File: src/rtl/vram_arbiter.sv
// ---------------------------------------------------------------------------
// vram_arbiter
//   Shares one single-port VRAM between the display scan-out engine and a CPU.
//   Scan-out always wins and is never stalled. CPU writes are posted into a
//   small FIFO and drained whenever scan-out leaves the port free. CPU reads
//   wait until every earlier posted write has drained, so a read always sees
//   the latest CPU data.
//
//   Ports
//     clk, rst          : clock, asynchronous active-low reset
//     disp_req/addr     : scan-out read request, issued the same cycle
//     disp_rvalid/rdata : scan-out read data, one cycle after issue
//     cpu_valid/we/addr/wdata, cpu_ready : CPU request handshake
//     cpu_rvalid/rdata  : CPU read data, one-cycle pulse
//     ram_en/we/addr/wdata, ram_rdata   : VRAM port (read latency 1)
//     wq_level          : posted-write queue occupancy
// ---------------------------------------------------------------------------
module vram_arbiter #(
  parameter int ADDR_W   = 13,
  parameter int DATA_W   = 8,
  parameter int WQ_DEPTH = 4   // power of 2, at least 2
) (
  input  logic                        clk,
  input  logic                        rst,
  input  logic                        disp_req,
  input  logic [ADDR_W-1:0]           disp_addr,
  output logic                        disp_rvalid,
  output logic [DATA_W-1:0]           disp_rdata,
  input  logic                        cpu_valid,
  input  logic                        cpu_we,
  input  logic [ADDR_W-1:0]           cpu_addr,
  input  logic [DATA_W-1:0]           cpu_wdata,
  output logic                        cpu_ready,
  output logic                        cpu_rvalid,
  output logic [DATA_W-1:0]           cpu_rdata,
  output logic                        ram_en,
  output logic                        ram_we,
  output logic [ADDR_W-1:0]           ram_addr,
  output logic [DATA_W-1:0]           ram_wdata,
  input  logic [DATA_W-1:0]           ram_rdata,
  output logic [$clog2(WQ_DEPTH):0]   wq_level
);

  localparam int PTR_W = $clog2(WQ_DEPTH);
  localparam int CNT_W = PTR_W + 1;

  typedef enum logic [1:0] {
    RD_IDLE = 2'd0,
    RD_PEND = 2'd1,
    RD_DATA = 2'd2
  } rd_state_t;

  // Who issued the VRAM access of the previous cycle; steers returning data.
  typedef enum logic [1:0] {
    OWN_NONE = 2'd0,
    OWN_DISP = 2'd1,
    OWN_CPU  = 2'd2
  } owner_t;

  // Posted-write queue
  logic [ADDR_W-1:0] wq_addr_r [WQ_DEPTH];
  logic [DATA_W-1:0] wq_data_r [WQ_DEPTH];
  logic [PTR_W-1:0]  wq_head_r;
  logic [PTR_W-1:0]  wq_tail_r;
  logic [CNT_W-1:0]  wq_count_r;
  logic              wq_full_s;
  logic              wq_empty_s;
  logic              wq_push_s;
  logic              wq_pop_s;

  // CPU read tracking
  rd_state_t         rd_state_r;
  rd_state_t         rd_state_next_s;
  logic [ADDR_W-1:0] rd_addr_r;
  logic              rd_accept_s;
  logic              rd_issue_s;

  owner_t            owner_r;
  owner_t            owner_next_s;

  assign wq_full_s  = (wq_count_r == CNT_W'(WQ_DEPTH));
  assign wq_empty_s = (wq_count_r == {CNT_W{1'b0}});

  // Handshake: cpu_ready is a function of cpu_we and state only, so the CPU
  // can look at it before committing. Held low throughout reset.
  always_comb begin
    cpu_ready = 1'b0;
    if (!rst) begin
      cpu_ready = 1'b0;
    end else if (cpu_we) begin
      cpu_ready = !wq_full_s;
    end else begin
      // Reads wait behind every posted write and one read at a time.
      cpu_ready = wq_empty_s && (rd_state_r == RD_IDLE);
    end
  end

  assign wq_push_s   = cpu_valid && cpu_ready && cpu_we;
  assign rd_accept_s = cpu_valid && cpu_ready && !cpu_we;

  // Port arbitration: scan-out, then queue head, then pending CPU read.
  always_comb begin
    ram_en       = 1'b0;
    ram_we       = 1'b0;
    ram_addr     = {ADDR_W{1'b0}};
    ram_wdata    = {DATA_W{1'b0}};
    wq_pop_s     = 1'b0;
    rd_issue_s   = 1'b0;
    owner_next_s = OWN_NONE;
    if (!rst) begin
      ram_en = 1'b0;
    end else if (disp_req) begin
      ram_en       = 1'b1;
      ram_addr     = disp_addr;
      owner_next_s = OWN_DISP;
    end else if (!wq_empty_s) begin
      ram_en    = 1'b1;
      ram_we    = 1'b1;
      ram_addr  = wq_addr_r[wq_head_r];
      ram_wdata = wq_data_r[wq_head_r];
      wq_pop_s  = 1'b1;
    end else if (rd_state_r == RD_PEND) begin
      ram_en       = 1'b1;
      ram_addr     = rd_addr_r;
      rd_issue_s   = 1'b1;
      owner_next_s = OWN_CPU;
    end else begin
      // Nobody owns the port this cycle.
      ram_en = 1'b0;
    end
  end

  // Read FSM next-state logic.
  always_comb begin
    rd_state_next_s = rd_state_r;
    case (rd_state_r)
      RD_IDLE: begin
        if (rd_accept_s) begin
          rd_state_next_s = RD_PEND;
        end else begin
          rd_state_next_s = RD_IDLE;
        end
      end
      RD_PEND: begin
        if (rd_issue_s) begin
          rd_state_next_s = RD_DATA;
        end else begin
          rd_state_next_s = RD_PEND;
        end
      end
      RD_DATA: rd_state_next_s = RD_IDLE;
      default: rd_state_next_s = RD_IDLE;
    endcase
  end

  // Control state: queue pointers/count, read FSM, read address, owner tag.
  always_ff @(posedge clk or negedge rst) begin
    if (!rst) begin
      wq_head_r  <= {PTR_W{1'b0}};
      wq_tail_r  <= {PTR_W{1'b0}};
      wq_count_r <= {CNT_W{1'b0}};
      rd_state_r <= RD_IDLE;
      rd_addr_r  <= {ADDR_W{1'b0}};
      owner_r    <= OWN_NONE;
    end else begin
      rd_state_r <= rd_state_next_s;
      owner_r    <= owner_next_s;
      if (rd_accept_s) begin
        rd_addr_r <= cpu_addr;
      end
      if (wq_push_s) begin
        wq_tail_r <= wq_tail_r + PTR_W'(1'b1);
      end
      if (wq_pop_s) begin
        wq_head_r <= wq_head_r + PTR_W'(1'b1);
      end
      case ({wq_push_s, wq_pop_s})
        2'b10:   wq_count_r <= wq_count_r + CNT_W'(1'b1);
        2'b01:   wq_count_r <= wq_count_r - CNT_W'(1'b1);
        default: wq_count_r <= wq_count_r;
      endcase
    end
  end

  // Queue payload storage; entries are only meaningful while counted, so
  // they need no reset.
  always_ff @(posedge clk) begin
    if (wq_push_s) begin
      wq_addr_r[wq_tail_r] <= cpu_addr;
      wq_data_r[wq_tail_r] <= cpu_wdata;
    end
  end

  assign disp_rvalid = (owner_r == OWN_DISP);
  assign cpu_rvalid  = (rd_state_r == RD_DATA);
  assign disp_rdata  = ram_rdata;
  assign cpu_rdata   = ram_rdata;
  assign wq_level    = wq_count_r;

endmodule

File: config.mk
export PLATFORM = sky130hd
export DESIGN_NAME = vram_arbiter
export DESIGN_NICKNAME = d
export VERILOG_FILES = /design/src/rtl/vram_arbiter.sv
export SDC_FILE = /design/constraint.sdc
export NUM_CORES = 1
export LEC_CHECK = 0
export CORE_MARGIN = 5
export CORE_UTILIZATION = 50
export CTS_BUF_LIST = sky130_fd_sc_hd__clkbuf_8
export CTS_CLUSTER_SIZE = 12
export DETAILED_ROUTE_END_ITERATION = 7
export GPL_ROUTABILITY_DRIVEN = 0
export GPL_TIMING_DRIVEN = 0
export PLACE_DENSITY = 0.82
export SETUP_SLACK_MARGIN = 0.15
export SLEW_MARGIN = 20
export SYNTH_ARGS = -nofsm -noshare
export SYNTH_HDL_FRONTEND = slang
export SYNTH_SLANG_ARGS = --single-unit
export TNS_END_PERCENT = 5
File: constraint.sdc
create_clock -name clk -period 5.9 [get_ports clk]
set_input_delay 1.18 -clock clk [delete_from_list [all_inputs] [get_ports clk]]
set_output_delay 1.18 -clock clk [all_outputs]
set_load 0.05 [all_outputs]
==> Implementation_results.wiki <==
{| class="wikitable"
! Metric !! Value
|-
| Status || completed
|-
| Antenna violations before repair || 0
|-
| Worst-case headroom to the max-slew limit || between 50 and 60%
|-
| Switching part of the total || between 30% and 40%
|-
| Arrival time at the worst endpoint || 3.79 ns
|-
| Cell count of the worst reg-to-reg path || 10
|-
| Dominant register cell in the synthesized netlist || sky130_fd_sc_hd__edfxtp_1
|-
| Final total negative setup slack || 0 ns
|-
| Number of nets still failing antenna checks after routing || 0
|-
| CTS tree || yes
|-
| Standard-cell rows || 35
|-
| Final Non-Filler Cells || 462
|-
| Maximum net fanout on the critical path || 26
|-
| Worst clock skew on the final layout || ~0.0059 ns
|-
| Register bit count reported by yosys || 108
|-
| Area leader, netlist || sky130_fd_sc_hd__edfxtp_1
|-
| Library cell with the highest instance count after synthesis || sky130_fd_sc_hd__edfxtp_1
|-
| Final routed wire length divided by cell count || 21.2 um
|-
| Area of the die || about 0.011 mm2
|-
| Slew at the pin closest to its max-slew limit || 0.677 ns
|-
| Total global routing overflow || 0
|-
| Post-Route WL || 9820 um
|-
| Fraction of registers with async set/reset || 22.2%
|-
| Share of synthesized area occupied by flip-flops and latches || 67.6%
|-
| Clock power share || 21.2%
|-
| Number of filler cells placed in the layout || about 660
|-
| Final number of setup-violating endpoints || 0
|-
| Worst-case setup slack after placement || 0.884 ns
|-
| Drt drc || 0
|-
| Estimated wirelength of the detail-placed design || between 6000 and 7000 um
|-
| Synth top area cells || sky130_fd_sc_hd__edfxtp_1 (55%), sky130_fd_sc_hd__dfrtp_1 (13%), sky130_fd_sc_hd__mux4_2 (10%), sky130_fd_sc_hd__mux2_4 (2.9%), sky130_fd_sc_hd__a221o_1 (2.8%)
|-
| Reg2reg setup slack || 3.41 ns
|-
| First-pass GRT wire length || 15,300 um
|-
| Clk sink count || 108
|-
| Total leakage power || around 2.2 nW
|-
| Worst IR drop on VDD || 0.225 mV
|-
| Area share of the largest cell type after synthesis || a little over half
|-
| Placed Instances || 446
|-
| Longest Clk Path Bufs || 2
|-
| Count of input and output buffers || just over 80
|-
| Setup slack after layout || 0.933 ns
|-
| Die Height || 106 um
|-
| Number of max-cap violations || 0
|-
| Post-cts repair resize count || 0
|-
| Violation count after the first detailed-route iteration || 103
|-
| Post-route design area || 0.00580 mm2
|-
| Share of total power in sequential cells || between 40% and 50%
|-
| Library cell used as clock root buffer || sky130_fd_sc_hd__clkbuf_8
|-
| Worst hold-check path type || reg -> reg
|-
| H-tree levels || 3
|-
| Clock-pin slew on the worst setup and hold paths || approximately 0.090 ns
|-
| Cell variety after synth || 36
|-
| Pwr/cell area || 390 mW/mm2
|-
| Dpl cell area || 0.00558 mm2
|-
| Number of enable flip-flop cells after synthesis || 84
|-
| Worst setup path category || in -> out
|-
| Startpoint class of the critical path || primary input
|-
| Total design power || approximately 2.3 mW
|-
| Placeable core area || 0.00911 mm2
|-
| Fraction of final layout cells sized beyond drive strength 1 || 23.1%
|-
| Switching power total || around 0.74 mW
|-
| Capturing point of the worst reg2reg path || wq_level[2]$_DFFE_PN0P_
|-
| Cell area after synthesis || 0.00462 mm2
|-
| Max-slew violation count || 0
|-
| Max frequency || 201 MHz
|-
| Logic pwr share || 35.5%
|-
| Synthesized area per cell || 18.3 um2
|-
| Data required, critical path || between 4 and 5 ns
|-
| Final min period || about 5.0 ns
|-
| Share of the clock period used by the worst path || 84.2%
|-
| Synth warn || 0
|-
| Final layout net count || approximately 400
|-
| Chip Width || roughly 110 um
|-
| Quantity of hold-fixing buffers added after cts || 0
|-
| Global-route total usage across every layer || approximately 18%
|-
| Via count of the first global-routing pass || 2,875
|-
| Top-level I/O count || approximately 90
|-
| Average via count per standard cell || 5.62
|-
| Top cells by count, synth || sky130_fd_sc_hd__edfxtp_1 (84), sky130_fd_sc_hd__dfrtp_1 (24), sky130_fd_sc_hd__mux4_2 (21), sky130_fd_sc_hd__buf_4 (17)
|-
| Origin of the critical flop-to-flop path || wq_level[0]$_DFFE_PN0P_
|-
| P&R area growth vs syn || 25.6%
|-
| Post-Syn Instances || 252
|-
| Final number of hold-violating endpoints || 0
|-
| Cell count of the worst hold path || 1
|-
| Number of iterations in the first detailed-routing pass || 4
|-
| Largest net degree at the start of global routing || 27
|-
| Worst hold endpoint || rd_addr_r[1]$_DFFE_PN0N_
|-
| Overall via count from detail_route || 2,595
|-
| Setup repair after global routing missed its margin || no
|-
| Post-Synthesis Net Count || 305
|-
| Crit. End Element || output pin
|-
| Antenna Diode Count || 0
|-
| Number of post-CTS setup repair buffers || 0
|-
| Beginning of the worst hold path || rd_addr_r[1]$_DFFE_PN0N_
|-
| CTS Buf Count || 9
|-
| Clk Latency, worst-skew pair || 0.35 ns
|-
| Internal Power || 1.52 mW
|-
| Starting density of the core || between 50% and 60%
|}
power by group through the flow:
stage	Sequential, mW	Clock [mW]	Combinational [mW]
finish	0.980	0.480	0.804
global route	0.990	0.518	0.855
CTS	0.980	0.482	0.813
detailed placement	0.996	0	0.809
global placement	0.989	0	0.790
floorplan	1.01	0	0.549
through the flow:
| stage | hold slack (ns) | utilization (%) |
|---|---|---|
| floorplan | 0.465 | - |
| detailed placement | 0.498 | 61.3 |
| global placement | 0.474 | 61.3 |
| finish | 0.513 | 63.7 |
| global route | 0.529 | 63.7 |
| CTS | 0.520 | 63.6 |
placed cells by master (no fill, tap or decap), types with 3 or more instances in the layout:
| cell | netlist | routed |
|---|---|---|
| sky130_fd_sc_hd__clkbuf_1 | 5 | 5 |
| sky130_fd_sc_hd__mux2_1 | 3 | 3 |
| sky130_fd_sc_hd__edfxtp_1 | 84 | 84 |
| sky130_fd_sc_hd__nor2_1 | 4 | 4 |
| sky130_fd_sc_hd__ha_1 | 5 | 5 |
| sky130_fd_sc_hd__buf_6 | 4 | 4 |
| sky130_fd_sc_hd__clkbuf_8 | 0 | 9 |
| sky130_fd_sc_hd__nor2b_1 | 3 | 3 |
| sky130_fd_sc_hd__and2_2 | 0 | 4 |
| sky130_fd_sc_hd__buf_2 | 3 | 4 |
| sky130_fd_sc_hd__and2_1 | 13 | 9 |
| sky130_fd_sc_hd__and3_1 | 13 | 13 |
| sky130_fd_sc_hd__dfrtp_1 | 24 | 24 |
| sky130_fd_sc_hd__mux4_2 | 21 | 21 |
| sky130_fd_sc_hd__buf_4 | 17 | 17 |
| sky130_fd_sc_hd__a221o_1 | 13 | 13 |
| sky130_fd_sc_hd__inv_1 | 6 | 6 |
| sky130_fd_sc_hd__clkdlybuf4s50_1 | 0 | 82 |
| sky130_fd_sc_hd__mux2_4 | 9 | 9 |
| sky130_fd_sc_hd__xor2_1 | 4 | 4 |
routing by layer:
metal  track usage [%]  share of wire, %  routed length (um)  up-vias
met5                 0                 0                   0        -
met4              6.94               1.8                 172        0
met3              5.22               8.5                 835       16
met2              30.1                51                4970      115
met1              21.7                39                3830     1310
li1                  -                 -                   -     1154
flip-flops by register name (all words and copies together) (netlist names):
signal	count
owner_r	2
rd_addr_r	13
rd_state_r	2
wq_addr_r	52
wq_data_r	32
wq_head_r	2
wq_level	3
wq_tail_r	2
cell families (layout without fill, tap and decap cells):
family          count (synthesis)  count (layout)  synth area share [%]
fa+ha+maj                       6               6                  1.79
compound gates                 16              16                  3.25
simple gates                   45              45                  6.64
flops                         108             108                  67.6
mux                            36              36                  14.6
buf+inv                        35             134                  4.96
xor+xnor                        6               6                  1.14
cell type report:
cell class	count	area (um2)	share of cell area, %
Sequential cell	108	3120	53.8
Multi-Input combinational cell	109	1270	21.9
Timing Repair Buffer	83	826	14.2
Buffer	29	206	3.56
Tap cell	111	139	2.39
Clock buffer	9	124	2.14
Clock inverter	7	90.1	1.55
Inverter	6	22.5	0.388
how the worst max path moves through the flow:
stage | from | endpoint | slack, ns | depth (start not counted)
2_1_floorplan | rst | ram_wdata[0] | 2.28 | 4
3_3_place_gp | rst | ram_addr[8] | 0.07 | 6
3_5_place_dp | rst | ram_addr[9] | 0.88 | 6
4_1_cts | rst | ram_addr[9] | 0.88 | 6
5_1_grt | rst | ram_addr[9] | 0.75 | 6
6_report | rst | ram_addr[8] | 0.93 | 6
worst max-delay path, cell delays in order:
cell and delay [ns]:
sky130_fd_sc_hd__buf_2 0.50, sky130_fd_sc_hd__clkbuf_1 0.47, sky130_fd_sc_hd__clkbuf_1 0.43, sky130_fd_sc_hd__and3_1 0.26, sky130_fd_sc_hd__a221o_1 0.13, sky130_fd_sc_hd__clkdlybuf4s50_1 0.80
No activity file was read; power rests on OpenSTA's default activity.
